**src/rtl/rd_sche_port.sv**
```systemverilog
// rd_sche_port: per-priority tag FIFOs feeding a strict/WRR arbiter and read-data framer.
// Define RD_SCHE_WRR_EN to enable WRR credits, weight registers and iMode.
module rd_sche_port #(
    parameter int         PRI_NUM   = 8,
    parameter int         PRI_DEPTH = 8,
    parameter int         ADDR_W    = 12,
    parameter int         DATA_W    = 32,
    parameter int         WEIGHT_W  = 4,
    parameter logic [3:0] PORT_ID   = 4'd0,
    localparam int        PRI_W     = $clog2(PRI_NUM),
    localparam int        TAG_W     = PRI_W + ADDR_W + 8,
    localparam int        CMD_W     = ADDR_W + 9
) (
    input  logic                iClk,
    input  logic                iRst_n,
    input  logic                iTagVld,
    output logic                oTagRdy,
    input  logic [TAG_W-1:0]    iTagPld,
    output logic                oRdCmdVld,
    input  logic                iRdCmdRdy,
    output logic [CMD_W-1:0]    oRdCmdPld,
    input  logic                iRdDataVld,
    output logic                oRdDataRdy,
    input  logic [DATA_W-1:0]   iRdData,
    input  logic                iRdLast,
    output logic                oRdVld,
    input  logic                iRdRdy,
    output logic [DATA_W-1:0]   oRdData,
    output logic                oRdSop,
    output logic                oRdEop,
    output logic                oRdLast,
    input  logic                iMode,
    input  logic                iWeightLoad,
    input  logic [PRI_W-1:0]    iWeightIdx,
    input  logic [WEIGHT_W-1:0] iWeightPld
);
    localparam int PTR_W = $clog2(PRI_DEPTH);
    localparam int CNT_W = PTR_W + 1;
    localparam int ENT_W = ADDR_W + 4;

    typedef enum logic [1:0] {IDLE, ARB, CMD, DATA} state_t;

    state_t             r_state;
    state_t             w_state_nxt;
    logic [ENT_W-1:0]   r_mem [PRI_NUM][PRI_DEPTH];
    logic [PTR_W-1:0]   r_wp  [PRI_NUM];
    logic [PTR_W-1:0]   r_rp  [PRI_NUM];
    logic [CNT_W-1:0]   r_cnt [PRI_NUM];
    logic [PRI_NUM-1:0] w_full;
    logic [PRI_NUM-1:0] w_nempty;
    logic [PRI_NUM-1:0] w_push;
    logic [PRI_NUM-1:0] w_pop;
    logic [PRI_W-1:0]   w_tag_pri;
    logic [PRI_W-1:0]   w_sp_idx;
    logic [PRI_W-1:0]   w_pick_idx;
    logic [PRI_W-1:0]   r_sel;
    logic [ENT_W-1:0]   r_ent;
    logic               w_sp_hit;
    logic               w_pick_ok;
    logic               w_latch;
    logic               w_reload;
    logic               w_drop;
    logic               w_in_data;
    logic               r_sop;

    assign w_tag_pri = iTagPld[TAG_W-1 -: PRI_W];
    assign oTagRdy   = iRst_n && !w_full[w_tag_pri];
    assign w_drop    = (r_ent[3:0] == 4'd0);
    assign w_in_data = (r_state == DATA);

    always_comb begin
        for (int q = 0; q < PRI_NUM; q++) begin
            w_full[q]   = (r_cnt[q] == CNT_W'(PRI_DEPTH));
            w_nempty[q] = (r_cnt[q] != '0);
        end
    end

    always_comb begin
        for (int q = 0; q < PRI_NUM; q++) begin
            w_push[q] = iTagVld && oTagRdy && (w_tag_pri == PRI_W'(q));
            w_pop[q]  = (r_state == CMD) && iRdCmdRdy && (r_sel == PRI_W'(q));
        end
    end

    always_ff @(posedge iClk or negedge iRst_n) begin
        if (!iRst_n) begin
            for (int q = 0; q < PRI_NUM; q++) begin
                r_wp[q]  <= '0;
                r_rp[q]  <= '0;
                r_cnt[q] <= '0;
            end
        end else begin
            for (int q = 0; q < PRI_NUM; q++) begin
                if (w_push[q]) r_wp[q] <= r_wp[q] + 1'b1;
                if (w_pop[q])  r_rp[q] <= r_rp[q] + 1'b1;
                if (w_push[q] && !w_pop[q])
                    r_cnt[q] <= r_cnt[q] + 1'b1;
                else if (!w_push[q] && w_pop[q])
                    r_cnt[q] <= r_cnt[q] - 1'b1;
            end
        end
    end

    // Storage needs no reset; validity is tracked by the counters.
    always_ff @(posedge iClk) begin
        for (int q = 0; q < PRI_NUM; q++)
            if (w_push[q]) r_mem[q][r_wp[q]] <= iTagPld[ENT_W+3:4];
    end

    always_comb begin
        w_sp_hit = 1'b0;
        w_sp_idx = '0;
        for (int q = 0; q < PRI_NUM; q++) begin
            if (w_nempty[q]) begin
                w_sp_hit = 1'b1;
                w_sp_idx = PRI_W'(q);
            end
        end
    end

`ifdef RD_SCHE_WRR_EN
    logic [WEIGHT_W-1:0] r_weight [PRI_NUM];
    logic [WEIGHT_W-1:0] r_credit [PRI_NUM];
    logic                w_wrr_hit;
    logic [PRI_W-1:0]    w_wrr_idx;
    logic                w_unused;

    assign w_unused = ^iTagPld[3:0];

    always_comb begin
        w_wrr_hit = 1'b0;
        w_wrr_idx = '0;
        for (int q = 0; q < PRI_NUM; q++) begin
            if (w_nempty[q] && r_credit[q] != '0) begin
                w_wrr_hit = 1'b1;
                w_wrr_idx = PRI_W'(q);
            end
        end
        w_pick_ok  = iMode ? w_wrr_hit : w_sp_hit;
        w_pick_idx = iMode ? w_wrr_idx : w_sp_idx;
    end

    // A zero weight reloads as one so a queue can never starve forever.
    always_ff @(posedge iClk or negedge iRst_n) begin
        if (!iRst_n) begin
            for (int q = 0; q < PRI_NUM; q++) begin
                r_weight[q] <= '1;
                r_credit[q] <= '1;
            end
        end else begin
            if (iWeightLoad) r_weight[iWeightIdx] <= iWeightPld;
            for (int q = 0; q < PRI_NUM; q++) begin
                if (w_reload)
                    r_credit[q] <= (r_weight[q] == '0) ?
                                   WEIGHT_W'(1) : r_weight[q];
                else if (w_latch && iMode && w_pick_idx == PRI_W'(q))
                    r_credit[q] <= r_credit[q] - WEIGHT_W'(1);
            end
        end
    end
`else
    logic w_unused;

    assign w_pick_ok  = w_sp_hit;
    assign w_pick_idx = w_sp_idx;
    assign w_unused   = ^{iTagPld[3:0], iMode, iWeightLoad,
                          iWeightIdx, iWeightPld, w_reload};
`endif

    always_ff @(posedge iClk or negedge iRst_n) begin
        if (!iRst_n) r_state <= IDLE;
        else         r_state <= w_state_nxt;
    end

    always_comb begin
        w_state_nxt = r_state;
        w_latch     = 1'b0;
        w_reload    = 1'b0;
        unique case (r_state)
            IDLE: if (|w_nempty) w_state_nxt = ARB;
            ARB: begin
                if (w_pick_ok) begin
                    w_latch     = 1'b1;
                    w_state_nxt = CMD;
                end else begin
                    w_reload = 1'b1;
                end
            end
            CMD:  if (iRdCmdRdy) w_state_nxt = w_drop ? IDLE : DATA;
            DATA: if (iRdDataVld && iRdRdy && iRdLast) w_state_nxt = IDLE;
            default: w_state_nxt = IDLE;
        endcase
    end

    always_ff @(posedge iClk or negedge iRst_n) begin
        if (!iRst_n) begin
            r_sel <= '0;
            r_ent <= '0;
            r_sop <= 1'b0;
        end else begin
            if (w_latch) begin
                r_sel <= w_pick_idx;
                r_ent <= r_mem[w_pick_idx][r_rp[w_pick_idx]];
            end
            if (r_state == CMD && iRdCmdRdy && !w_drop)
                r_sop <= 1'b1;
            else if (w_in_data && iRdDataVld && iRdRdy)
                r_sop <= 1'b0;
        end
    end

    assign oRdCmdVld  = (r_state == CMD);
    assign oRdCmdPld  = oRdCmdVld ? {r_ent, PORT_ID, w_drop} : '0;
    assign oRdVld     = w_in_data && iRdDataVld;
    assign oRdDataRdy = w_in_data && iRdRdy;
    assign oRdData    = w_in_data ? iRdData : '0;
    assign oRdSop     = w_in_data && r_sop;
    assign oRdEop     = w_in_data && iRdLast;
    assign oRdLast    = w_in_data && iRdLast;
endmodule

```
**config.mk**
```make
export PLATFORM = sky130hd
export DESIGN_NAME = rd_sche_port
export DESIGN_NICKNAME = d
export VERILOG_FILES = /design/src/rtl/rd_sche_port.sv
export SDC_FILE = /design/constraint.sdc
export NUM_CORES = 1
export LEC_CHECK = 0
export ABC_CLOCK_PERIOD_IN_PS = 10800
export BUFFER_PORTS_ARGS = -buffer_cell sky130_fd_sc_hd__buf_2
export CORE_ASPECT_RATIO = 1.5
export CORE_MARGIN = 2
export CORE_UTILIZATION = 26
export CTS_BUF_LIST = sky130_fd_sc_hd__clkbuf_2
export DETAILED_ROUTE_END_ITERATION = 6
export GPL_TIMING_DRIVEN = 0
export HOLD_SLACK_MARGIN = 0.03
export SYNTH_ARGS = -nofsm -noshare
export SYNTH_HDL_FRONTEND = slang
export SYNTH_SLANG_ARGS = --single-unit
```
**constraint.sdc**
```tcl
create_clock -name iClk -period 10.8 [get_ports iClk]
set_clock_uncertainty 0.05 [all_clocks]
set_input_delay 1.62 -clock iClk [delete_from_list [all_inputs] [get_ports iClk]]
set_output_delay 1.62 -clock iClk [all_outputs]
set_load 0.02 [all_outputs]
```
# --- Word level (Yosys, flattened, before mapping) ---
# Memories as Yosys holds them, arrays and structs flattened.
# Index checks and enable logic that the tools add are counted.
op_classes:
  addsub: 32
  magnitude_cmp: 19
  n_eq_ne: 29
  mux: 104
  n_bitwise: 10
  reduce_logical: 99
op_table:
  columns: ["operator", "n"]
  rows:
  - ["$mux 128", 22]
  - ["$reduce_or 128->1", 7]
  - ["$demux 16 s3", 8]
  - ["$mux 16", 10]
  - ["$mux 4", 16]
  - ["$logic_and 1x1->1", 51]
  - ["$add 3x1->3 const B", 16]
  - ["$bmux 16 s3", 1]
  - ["$mux 3", 15]
  - ["$ge 4x4->1 const B", 10]
  - ["$not 3->4", 10]
  - ["$add 4x1->4 const B", 8]
  - ["$eq 4x4->1 const B", 8]
  - ["$lt 4x1->1 const B", 8]
  - ["$mux 32", 1]
  - ["$reduce_bool 4->1", 8]
  - ["$sub 4x1->4 const B", 8]
  - ["$eq 3x3->1 const B", 8]
  - ["$mux 1", 22]
  - ["$mux 21", 1]
  - ["$logic_not 1->1", 18]
  - ["$reduce_bool 2->1", 9]
  - ["$eq 3x2->1 const B", 4]
  - ["$mux 2", 5]
  - ["other kinds (14)", 19]
totals:
  reg_bits: 102
  ram_bits: 1024
  output_inout_bits: 60
  elab_cells: 322
  n_memories: 1
mem_list:
  columns: ["memory", "depth", "word_bits", "read_ports", "rd_clocked_by_memory_dff", "wr", "line", "rtl"]
  rows:
  - ["r_mem", 8, 128, 1, 0, 1, "45", "logic [ENT_W-1:0] r_mem [PRI_NUM][PRI_DEPTH];"]

# --- Longest topological paths before layout ---
logic_depth:
  ltp_word: 17
  depth_mapped: 16

# --- Worst setup path after synthesis ---
# No wires, ideal clock.
synth_path:
  path_kind: "input to register"
  start: "input port iTagPld[20]"
  end: "memory r_mem[3][80] (netlist bit) (enable)"
  setup_time_ns: 0.436
  t_arrival_ns: 4.883
  path_slack_ns: 5.431
  stages: 8
  path_cell_list: "clkbuf_1 > nor2_1 > and3_1 > o41ai_1 > nand4_1 > or3_1 > clkbuf_1 > nor4b_1"
synth_between:
  elab_chain_cells: 16
  word_cells_on_any_way: 58
  classes_between: "7 x eq/ne; 32 x mux; 19 x reduce/logical"
synth_lines:
  columns: ["item", "line", "rtl"]
  rows:
  - ["start, declared", "18", "input logic [TAG_W-1:0] iTagPld,"]
  - ["$bmux 1 s3", "67", "assign oTagRdy = iRst_n && !w_full[w_tag_pri];"]
  - ["$mux 1 (not written as such)", "67", null]
  - ["$logic_not 1->1", "67", null]
  - ["$logic_and 1x1->1", "67", null]
  - ["$logic_and 1x1->1 (2 in series)", "80", "w_push[q] = iTagVld && oTagRdy && (w_tag_pri == PRI_W'(q));"]
  - ["$mux 1", "107", "if (w_push[q]) r_mem[q][r_wp[q]] <= iTagPld[ENT_W+3:4];"]
  - ["$mux 128 (not written as such)", "107", null]
  - ["$reduce_or 128->1 (no source line)", null, null]
  - ["$mux 3 (no source line) or $mux 128 (tied branches) (7 in series)", null, null]
  - ["end, declared", "45", null]
# Several ways; a longest one is shown, not always the timed one. The select of a mux whose other input is x is not followed.

# --- Worst setup path in the final report ---
layout_path:
  start: "register r_cnt[2] (netlist bit)"
  end: "register r_ent[8]"
layout_between:
  elab_chain_cells: 10
  word_cells_on_any_way: 14
  classes_between: "10 x mux; 2 x bitwise; 1 x reduce/logical; 1 x memory"
layout_lines:
  columns: ["item", "line", "rtl"]
  rows:
  - ["start, declared", "48", "logic [CNT_W-1:0] r_cnt [PRI_NUM];"]
  - ["start signal, assigned by index", "97", "r_cnt[q] <= r_cnt[q] + 1'b1;"]
  - ["start signal, assigned by index", "99", "r_cnt[q] <= r_cnt[q] - 1'b1;"]
  - ["$reduce_bool 4->1 (*)", "74", "w_nempty[q] = (r_cnt[q] != '0);"]
  - ["$mux 3", "114", "if (w_nempty[q]) begin"]
  - ["$not 3->4 (not written as such)", "203", "r_ent <= r_mem[w_pick_idx][r_rp[w_pick_idx]];"]
  - ["$bmux 3 s3", "203", null]
  - ["$mux 3 (not written as such) (2 in series)", "203", null]
  - ["$not 3->4 (not written as such)", "203", null]
  - ["$bmux 16 s3", "203", null]
  - ["$mux 16 (not written as such) (2 in series)", "203", null]
  - ["end signal, assigned", "203", null]
  - ["end, declared", "57", "logic [ENT_W-1:0] r_ent;"]
# Mark *: on every way between the ends. The rest lies on a longest branch, timed or not. The select of a mux whose other input is x is not followed.
# A chain may end at the register's enable or synchronous reset.

==> results.yml <==
run_status:
  outcome: "finished with violations"
  violations: "max-capacitance violations, max-slew violations"
synthesis:
  synth_flop_cell: "edfxtp_1"
  avgSynthCellArea_um2: 14.7
  synth-edff-count: 1024
  synth.distinct_cells: 58
  syn-cell-area_um2: 45800
  synth_cells: 3122
  synthArstFlopShare_pct: 9.06
  ys_ff_latch: 1126
  seq_area_frac_synth_pct: 72.6
  yosysWarningCount: 0
grt:
  grt_pass1_vias: 30256
  grt_util_all_layers_pct: 15.5
  grt_remaining_overflow: 0
  grt_max_degree: 65
  antenna_found_initial: 9
  grt_pass1_wl_mm: 204
critical_path:
  crit_fanout: 10
  required_ns: 12.30
  path_cells: "nor4_1 -> nand2_1 -> a21oi_2 -> buf_2 -> buf_2 -> buf_1 -> nor3_1 -> o311ai_0 -> nand4_1 -> a41oi_1"
  crit_path_start_kind: "flip-flop"
  regToRegSetupSlack_ns: 4.71
  cpMostUsedCell: "buf_2"
  criticalPathCategory: "flip-flop to flip-flop"
  cp_slowest_cell: "nor4_1"
  cp-end-kind: "flip-flop"
  max_stage_delay_ns: 1.10
  worstPathArrival_ns: 7.58
detailed_routing:
  wl_per_cell_um: 23.7
  dr.pass1.iters: 6
  viasPerCell: 4.98
  drt_iter0_drc: 2544
  ant_nets: 0
  drc_errors: 0
  wl_mm: 143
  vias: 30010
clock_tree:
  cts_root_buf: "clkbuf_2"
  cts_buffer_depth: 3
  clk_latency_ns: 1.61
  cts.sinks: 1126
  cts_resized: 0
  htree_levels: 4
  numCtsBuffers: 230
  cts_tree: "built"
  path_clk_slew_ns: 0.13
floorplan:
  die_area_um2: 180000
  dieHeight_um: 518
  fp-row-count: 188
  core_um2: 175000
  die_x_um: 347
  start_util_pct: 26.2
  boundaryPins: 131
sta:
  drv_slew: 11
  max_clock_freq_mhz: 164
  finalWorstSetupSlack_ns: 4.71
  finalSetupTns_ns: 0
  slew_headroom_pct: -2.45
  setup_viol: 0
  fin_crit_ns: 6.09
  worstMarginPinSlew_ns: 1.54
  final.period_utilization_pct: 56.4
  hold_viol_final: 0
  rsz0062_at_grt: "no"
cells_and_area:
  nets: 3665
  final_layout_size_suffix_gt1_share_pct: 18.1
  area_growth_syn_to_layout_pct: 15.4
place:
  globalplace.congestion: 0.916
  dp_hpwl_mm: 98.7
  portBuffers: 112
  dpl_worst_slack_ns: 4.71
pwr:
  ir_worst_vdd_mv: 0.135
  leakagePower_nw: 17.7
  fin_total_pwr_mw: 11.3
  p_per_area_nw_per_um2: 214
job:
  max_cap_viol_count: 1
worst_hold_path:
  hp-class: "input pin to flip-flop"
## power by group
group	internal [mW]	switching, mW	leakage (nW)	total (mW)
Clock	0.999	1.67	1.62	2.66
Combinational	1.02	2.43	5.66	3.45
Sequential	4.94	0.254	10.5	5.20
## critical path: cells and delay by family, from the launching register on
kind / cells / cell delay (ns)
AOI/OAI and AO/OA: 3 / 2.22
and+or+nand+nor: 4 / 1.75
buffers and inverters: 3 / 1.57
DFF: 1 / 0.45
## state kept, by name, indices dropped and copies added, names as in the netlist
name / flops
r_rp: 24
r_cnt: 32
r_state: 2
r_ent: 16
r_sop: 1
r_wp: 24
r_sel: 3
r_mem: 1024
## area by class of cell
cell class	instances	area, um^2
clock inverters	107	664
well taps	2280	2850
flip-flops and latches	1126	33300
multi-input cells	1748	11700
fillers	17632	122000
repair buffers	189	1710
plain buffers	236	975
clock buffers	313	1570
inverters	15	56.3
diodes	7	17.5
## cell families after synthesis
group / share of synthesized area [%]
flops: 72.6
compound gates: 12.1
fa+ha+maj: 1.44
buf+inv: 2.24
mux: 3.05
simple gates: 7.32
other cells: 0.00818
xor+xnor: 1.24
## metrics by stage
stage | instance area (um^2) | hold slack [ns] | std cells | utilization, %
final | 52900 | 0.271 | 6021 | 30.2
after CTS | 52900 | 0.0974 | 6014 | 30.2
after floorplan | 45900 | 0.387 | 3125 | -
after global routing | 52900 | 0.137 | 6018 | 30.2
after global placement | 49300 | 0.404 | 5517 | 28.2
after detailed placement | 50600 | 0.410 | 5592 | 28.9
## final timing paths
path / start / to / cells after the start
max: r_cnt[2]$_DFFE_PN0P_ / r_ent[8]$_DFFE_PN0P_ / 10
min: iTagPld[10] / r_mem[0][54]$_DFFE_PP_ / 1
max reg2reg: r_cnt[2]$_DFFE_PN0P_ / r_ent[8]$_DFFE_PN0P_ / 10
min reg2reg: r_rp[23]$_DFFE_PN0P_ / r_rp[23]$_DFFE_PN0P_ / 1
max in group asynchronous: iRst_n / r_wp[1]$_DFFE_PN0P_ / 3
min in group asynchronous: iRst_n / r_cnt[11]$_DFFE_PN0P_ / 2
## layer usage
layer,up-vias,track usage [%],part of all wire (%)
li1,13319,-,-
met1,14986,16.3,35
met2,1323,27.4,51
met3,380,2.88,6.1
met4,2,11.3,7.7
met5,-,0,0.0084
## cell usage in the layout (no fill, tap or decap), types with 13 or more instances in the layout
cell	instances
nor2_2	38
and3_1	73
or3_1	38
nor3_2	18
o32ai_1	32
o21ai_0	15
dfrtp_1	102
xnor2_1	47
a211oi_1	98
xor2_1	18
ha_1	40
buf_8	26
nand4_1	17
clkbuf_2	317
mux2i_1	115
buf_1	16
nor3_1	103
a41oi_1	13
nand2b_1	19
o311ai_0	16
clkbuf_1	174
a21oi_1	333
edfxtp_1	1024
buf_2	129
mux2_2	22
buf_4	39
a221oi_1	212
a221o_1	16
clkinv_2	16
buf_6	22
clkinv_1	74
nor2_1	44
and2_1	23
nand2_1	300
inv_1	15
o32a_1	16
## cells in the mapped netlist (19+ instances only)
library cell / instances / area [um^2]
edfxtp_1: 1024 / 30700
a21oi_1: 333 / 1670
nand2_1: 300 / 1130
a221oi_1: 212 / 1860
clkbuf_1: 178 / 668
nor3_1: 121 / 606
mux2i_1: 115 / 1150
dfrtp_1: 102 / 2550
a211oi_1: 98 / 736
nor2_1: 82 / 308
and3_1: 73 / 457
xnor2_1: 47 / 412
ha_1: 40 / 500
or3_1: 38 / 238
o32ai_1: 32 / 280
buf_2: 31 / 155
and2_1: 23 / 144
mux2_2: 22 / 248
nand2b_1: 19 / 119
## what timing repair did
| item | CTS | global route |
|---|---|---|
| hold endpoints to repair | 44 | 0 |
| endpoints found under the setup margin | 0 | 0 |
| setup buffers | 0 | 0 |
| hold buffers | 2 | 0 |
Power figures use the tool's default switching activity.
